File: src/rtl/branch_resolver.sv
`default_nettype none
// ============================================================================
// Module   : branch_resolver
// Purpose  : Resolves BRANCH/JAL/JALR outcome against the front-end prediction
//            and sequences the redirect/flush handshake on a mispredict.
// Options  : define BRANCH_RESOLVER_STATS_EN to build the statistics counters.
// Revision : 1.0 - initial release
// ============================================================================
module branch_resolver #(
  parameter int N = 32
) (
  input  logic         clk,
  input  logic         reset,

  input  logic         in_valid,
  output logic         in_ready,
  input  logic [1:0]   in_kind,
  input  logic [2:0]   in_op,
  input  logic [N-1:0] in_pc,
  input  logic [N-1:0] in_imm,
  input  logic [N-1:0] in_rs1,
  input  logic [N-1:0] in_rs2,
  input  logic         in_pred_taken,
  input  logic [N-1:0] in_pred_target,

  output logic [2:0]   cmp_type,
  output logic [N-1:0] cmp_in1,
  output logic [N-1:0] cmp_in2,
  input  logic         cmp_out,

  output logic         out_valid,
  input  logic         out_ready,
  output logic         out_taken,
  output logic [N-1:0] out_link,
  output logic [N-1:0] out_target,
  output logic         out_exc,

  output logic         redirect_valid,
  input  logic         redirect_ready,
  output logic [N-1:0] redirect_pc,
  output logic         flush,

  output logic [31:0]  stat_branches,
  output logic [31:0]  stat_mispredicts
);

  localparam logic [1:0] c_KIND_BRANCH = 2'b00;
  localparam logic [1:0] c_KIND_JAL    = 2'b01;
  localparam logic [1:0] c_KIND_JALR   = 2'b10;
  localparam logic [1:0] c_KIND_RSVD   = 2'b11;

  localparam logic [2:0] c_CMP_EQ      = 3'b000;
  localparam logic [2:0] c_OP_RSVD0    = 3'b010;
  localparam logic [2:0] c_OP_RSVD1    = 3'b011;

  localparam logic [1:0] c_ST_RUN      = 2'd0;
  localparam logic [1:0] c_ST_REDIRECT = 2'd1;
  localparam logic [1:0] c_ST_FLUSH    = 2'd2;

  localparam logic [N-1:0] c_FOUR      = N'(4);

  logic [1:0]   r_state;
  logic [1:0]   w_state_nxt;

  logic         w_accept;
  logic         w_taken;
  logic [N-1:0] w_pc_sum;
  logic [N-1:0] w_jalr_sum;
  logic [N-1:0] w_target;
  logic [N-1:0] w_link;
  logic         w_bad_op;
  logic         w_exc;
  logic         w_mispredict;

  // ---------------------------------------------------------------------------
  // Comparer request: only BRANCH needs a real compare.
  // ---------------------------------------------------------------------------
  always_comb begin
    cmp_type = c_CMP_EQ;
    cmp_in1  = '0;
    cmp_in2  = '0;
    if (in_kind == c_KIND_BRANCH) begin
      cmp_type = in_op;
      cmp_in1  = in_rs1;
      cmp_in2  = in_rs2;
    end
  end

  // ---------------------------------------------------------------------------
  // Outcome evaluation for the instruction presented this cycle.
  // ---------------------------------------------------------------------------
  assign w_pc_sum   = in_pc + in_imm;
  assign w_jalr_sum = in_rs1 + in_imm;
  assign w_link     = in_pc + c_FOUR;

  always_comb begin
    w_taken  = 1'b0;
    w_target = w_pc_sum;
    case (in_kind)
      c_KIND_BRANCH: w_taken = cmp_out;
      c_KIND_JAL:    w_taken = 1'b1;
      c_KIND_JALR: begin
        w_taken  = 1'b1;
        w_target = {w_jalr_sum[N-1:1], 1'b0};
      end
      c_KIND_RSVD:   w_taken = 1'b0;
      default:       w_taken = 1'b0;
    endcase
  end

  assign w_bad_op = (in_kind == c_KIND_BRANCH) &&
                    ((in_op == c_OP_RSVD0) || (in_op == c_OP_RSVD1));

  // Alignment only matters when control actually transfers.
  assign w_exc = (in_kind == c_KIND_RSVD) || w_bad_op ||
                 (w_taken && (w_target[1:0] != 2'b00));

  assign w_mispredict = !w_exc &&
                        ((w_taken != in_pred_taken) ||
                         (w_taken && (w_target != in_pred_target)));

  assign in_ready = (!out_valid || out_ready) && (r_state == c_ST_RUN);
  assign w_accept = in_valid && in_ready;

  // ---------------------------------------------------------------------------
  // Result register; drains on out_ready regardless of the FSM state.
  // ---------------------------------------------------------------------------
  always_ff @(posedge clk) begin
    if (reset) begin
      out_valid  <= 1'b0;
      out_taken  <= 1'b0;
      out_exc    <= 1'b0;
      out_link   <= '0;
      out_target <= '0;
    end else if (w_accept) begin
      out_valid  <= 1'b1;
      out_taken  <= w_taken;
      out_exc    <= w_exc;
      out_link   <= w_link;
      out_target <= w_target;
    end else if (out_ready) begin
      out_valid  <= 1'b0;
    end
  end

  // Redirect address is captured at the mispredicting accept and held.
  always_ff @(posedge clk) begin
    if (reset) begin
      redirect_pc <= '0;
    end else if (w_accept && w_mispredict) begin
      redirect_pc <= w_taken ? w_target : w_link;
    end
  end

  // ---------------------------------------------------------------------------
  // Redirect FSM
  // ---------------------------------------------------------------------------
  always_ff @(posedge clk) begin
    if (reset) begin
      r_state <= c_ST_RUN;
    end else begin
      r_state <= w_state_nxt;
    end
  end

  always_comb begin
    w_state_nxt = r_state;
    case (r_state)
      c_ST_RUN: begin
        if (w_accept && w_mispredict) begin
          w_state_nxt = c_ST_REDIRECT;
        end
      end
      c_ST_REDIRECT: begin
        if (redirect_ready) begin
          w_state_nxt = c_ST_FLUSH;
        end
      end
      c_ST_FLUSH:    w_state_nxt = c_ST_RUN;
      default:       w_state_nxt = c_ST_RUN;
    endcase
  end

  always_comb begin
    redirect_valid = 1'b0;
    flush          = 1'b0;
    case (r_state)
      c_ST_REDIRECT: redirect_valid = 1'b1;
      c_ST_FLUSH:    flush          = 1'b1;
      default: begin
        redirect_valid = 1'b0;
        flush          = 1'b0;
      end
    endcase
  end

  // ---------------------------------------------------------------------------
  // Statistics
  // ---------------------------------------------------------------------------
`ifdef BRANCH_RESOLVER_STATS_EN
  logic [31:0] r_stat_branches;
  logic [31:0] r_stat_mispredicts;

  always_ff @(posedge clk) begin
    if (reset) begin
      r_stat_branches    <= '0;
      r_stat_mispredicts <= '0;
    end else if (w_accept && !w_exc) begin
      if (r_stat_branches != 32'hFFFF_FFFF) begin
        r_stat_branches <= r_stat_branches + 32'd1;
      end
      if (w_mispredict && (r_stat_mispredicts != 32'hFFFF_FFFF)) begin
        r_stat_mispredicts <= r_stat_mispredicts + 32'd1;
      end
    end
  end

  assign stat_branches    = r_stat_branches;
  assign stat_mispredicts = r_stat_mispredicts;
`else
  assign stat_branches    = 32'd0;
  assign stat_mispredicts = 32'd0;
`endif

endmodule
`default_nettype wire

File: config.mk
export PLATFORM = sky130hd
export DESIGN_NAME = branch_resolver
export DESIGN_NICKNAME = d
export VERILOG_FILES = /design/src/rtl/branch_resolver.sv
export SDC_FILE = /design/constraint.sdc
export NUM_CORES = 1
export LEC_CHECK = 0
export BUFFER_PORTS_ARGS = -buffer_cell sky130_fd_sc_hd__clkbuf_2
export CAP_MARGIN = 20
export CORE_AREA = 2 2 199 201
export DETAILED_ROUTE_END_ITERATION = 7
export DIE_AREA = 0 0 201 203
export PLACE_DENSITY = 0.56
export SETUP_SLACK_MARGIN = 0.15
export SLEW_MARGIN = 20
export SYNTH_ARGS = -nofsm -noshare
export SYNTH_HDL_FRONTEND = slang
export SYNTH_SLANG_ARGS = --single-unit
File: constraint.sdc
create_clock -name clk -period 4.16 [get_ports clk]
set_input_delay 0.416 -clock clk [delete_from_list [all_inputs] [get_ports clk]]
set_output_delay 0.416 -clock clk [all_outputs]
set_load 0.05 [all_outputs]
==> metrics.txt <==
run status finished, final reports clean; Worst Path Buf+Inv 3; max capacitance violation total 0; Peak VDD IR 177 uV; DRT Pass-1 Iters 5; min-delay worst type in2reg; number of global-route vias before repair 12.5k; r2r startpoint out_valid; Internal 2500 uW; FF-to-FF path depth 12; DRC 0; Rel. slew slack 29.8%; worst slew pin tran 1050 ps; via count 13.6k; setup TNS 0 ps; Clock power frac 18.7%; Max Freq 256 MHz; CP Data Required Time 4400 ps; clk sink count 101; CP cell instances clkbuf_2 -> ha_2 -> fa_2 -> a21o_1 -> a221oi_2 -> buf_4 -> o211ai_1 -> a211o_1 -> buf_4 -> a211oi_4 -> mux2_4 -> a31oi_4 -> xnor2_2 -> nand3_4 -> or2_4 -> a311o_1; max-slew violations 0; sequential fraction of the synthesis area 17.7%; H-tree depth 3; initial antenna violation count 3; DR iter-0 viols 983; Mean Syn Cell Area 7.13 um2; Setup WS pre-CTS -343 ps; Pleak 0.00694 uW; Comb power frac 57.0%; Clock transition at path regs 70 ps; WP depth 16; num ports 405; Post-synth EDFFs 0; commonest non-fill, non-tap cell in the layout clkbuf_2; largest net degree at the start of global routing 104; CTS tree built; unrepaired setup endpoints after global routing yes; Post-Syn Instances 1601; Power Density 313 mW/mm2; cell family with most CP delay compound AO/OA/AOI/OAI gates; max incr delay on CP 340 ps; Tcrit/Tclk final 94.0%; ys flop type dfxtp_1; Crit. End Element flop; Setup crit start kind input pin; reg2reg end redirect_pc[5]; aggregate global-route resource usage 22.9%; nets 2283; worst clock skew 5.33 ps; synthesis-to-layout area growth 33.8%; Finished Core Util 39.7%; WS Path Type in2reg; final-report hold violation count 0; Pwr Total 4790 uW; Clk Latency, worst-skew pair 360 ps; CP endpoint redirect_pc[29]; Async SR Flop Fraction 0%; synthesis-stage register bit count 101; hold path startpoint redirect_ready; drt via density 5.31; CTS Buf Count 9; Final Wtd Congestion 0.907; Post-DRT Antenna Nets 0; slowest CP cell fa_2; placed inst area 0.0146 mm2; final setup margin 249 ps; number of distinct library cells after synthesis 84; CTS max path bufs 2; DP HPWL 40400 um; finished layout cell area 0.0153 mm2; Die Footprint 0.0408 mm2; Core Area 0.0385 mm2; Die Span Y 203 um; mapped cell area 0.0114 mm2; launch point of the critical path in_pc[0]; Congestion Overflow GR 0; Arr. time, crit path 4150 ps; Flop pwr share 24.3%; sw frac 47.8%; Die Wd 201 um; most frequent cells in the layout 340 x clkbuf_2, 202 x buf_4, 172 x nand2_1, 156 x nor2_1, 101 x dfxtp_1; global-route wire length before repair 73000 um; crit path time final 3910 ps; Port Buffers 340; initial core utilization 29.7%; row cnt 72; Sw Pwr 2290 uW; Worst Path Max Fanout 8; Yosys warning count 0; crit-path most repeated cell buf_4; WL per Instance 19.3 um; setup violators final 0; fill count 4117; Reg2Reg Setup Slack 1220 ps; Root Driver clkbuf_16; fraction of layout cells with a size suffix above 1 30.7%; final wirelength 49700 um
-- synthesized netlist by cell type, drive strengths merged (17+ instances only) --
cell    count  area share (%)
and2       78             4.3
a32oi      25             1.9
mux2i      21             1.8
o311ai     30             2.4
nor2      156             5.1
nand2     172             5.7
o21ai      76             3.3
a21o       28             1.8
a211oi     76             5.1
nor3       44             1.9
ha         65             7.1
and3       29             1.6
buf        82             5.1
xor2       46             3.5
dfxtp     101              18
xnor2      41             3.1
clkbuf    101             3.3
nand4      35             1.9
a21oi     101             4.5
inv        17            0.56
nand3      56             2.5
-- per-stage QoR --
| stage | cells | hold WS (ps) |
|---|---|---|
| floorplan | 1664 | 512 |
| global placement | 2541 | 446 |
| detailed placement | 2541 | 450 |
| CTS | 2563 | 293 |
| global route | 2568 | 316 |
| finish | 2568 | 300 |
-- flip-flops by register name, indices dropped and copies added (netlist names) --
name and flops:
out_link 32, out_target 32, redirect_pc 32, r_state 2
out_exc 1, out_taken 1, out_valid 1
-- power groups by stage --
stage	clock network, uW	logic [uW]	registers, uW
after floorplan	0	1350	1550
after global placement	0	2620	1180
after detailed placement	0	2640	1180
after CTS	906	2680	1160
after global routing	933	2920	1180
final	897	2730	1160
-- repair_timing --
item / CTS / global route
setup endpoints to repair: 32 / 32
pin swaps: 9 / 13
gates resized for setup: 22 / 29
buffers inserted: 3 / 2
hold buffers: 0 / 0
gates cloned: 3 / 2
-- per-layer routing --
metal	global-route usage, %	wire, um	up-vias
met5	0	26	-
met3	2.18	2790	67
li1	-	-	6655
met4	5.90	1150	4
met1	32.6	23400	6435
met2	37.0	22300	478
-- worst min-delay path by stage --
stage,to,slack (ps),cells past startpoint
4_1_cts,r_state[1],290,2
5_1_grt,r_state[1],320,2
3_5_place_dp,out_link[11],450,2
3_3_place_gp,out_link[8],450,2
2_1_floorplan,out_link[2],510,1
6_report,r_state[1],300,2
-- cells by family (layout without fill, tap and decap cells) --
family                   Yosys count  after routing  share of synthesized area (%)
buffers and inverters            200            582                           8.95
multiplexers                      27             27                           2.43
adder cells (fa/ha/maj)           67             67                           7.48
XOR/XNOR                          88             88                           6.88
AO/OA/AOI/OAI                    458            458                           28.0
flip-flops                       101            101                           17.7
other                              1             65                         0.0329
AND/OR/NAND/NOR                  659            662                           28.5
-- final cells by class --
cell class / instances / area, um2 / area share (%)
Antenna cell: 1 / 2.50 / 0.0164
Clock buffer: 10 / 239 / 1.56
Clock inverter: 6 / 72.6 / 0.475
Inverter: 17 / 63.8 / 0.418
Multi-Input combinational cell: 1366 / 8860 / 58.0
Sequential cell: 101 / 2020 / 13.2
Tap cell: 518 / 648 / 4.24
Timing Repair Buffer: 549 / 3370 / 22.1
No activity file was read; power rests on OpenSTA's default activity.
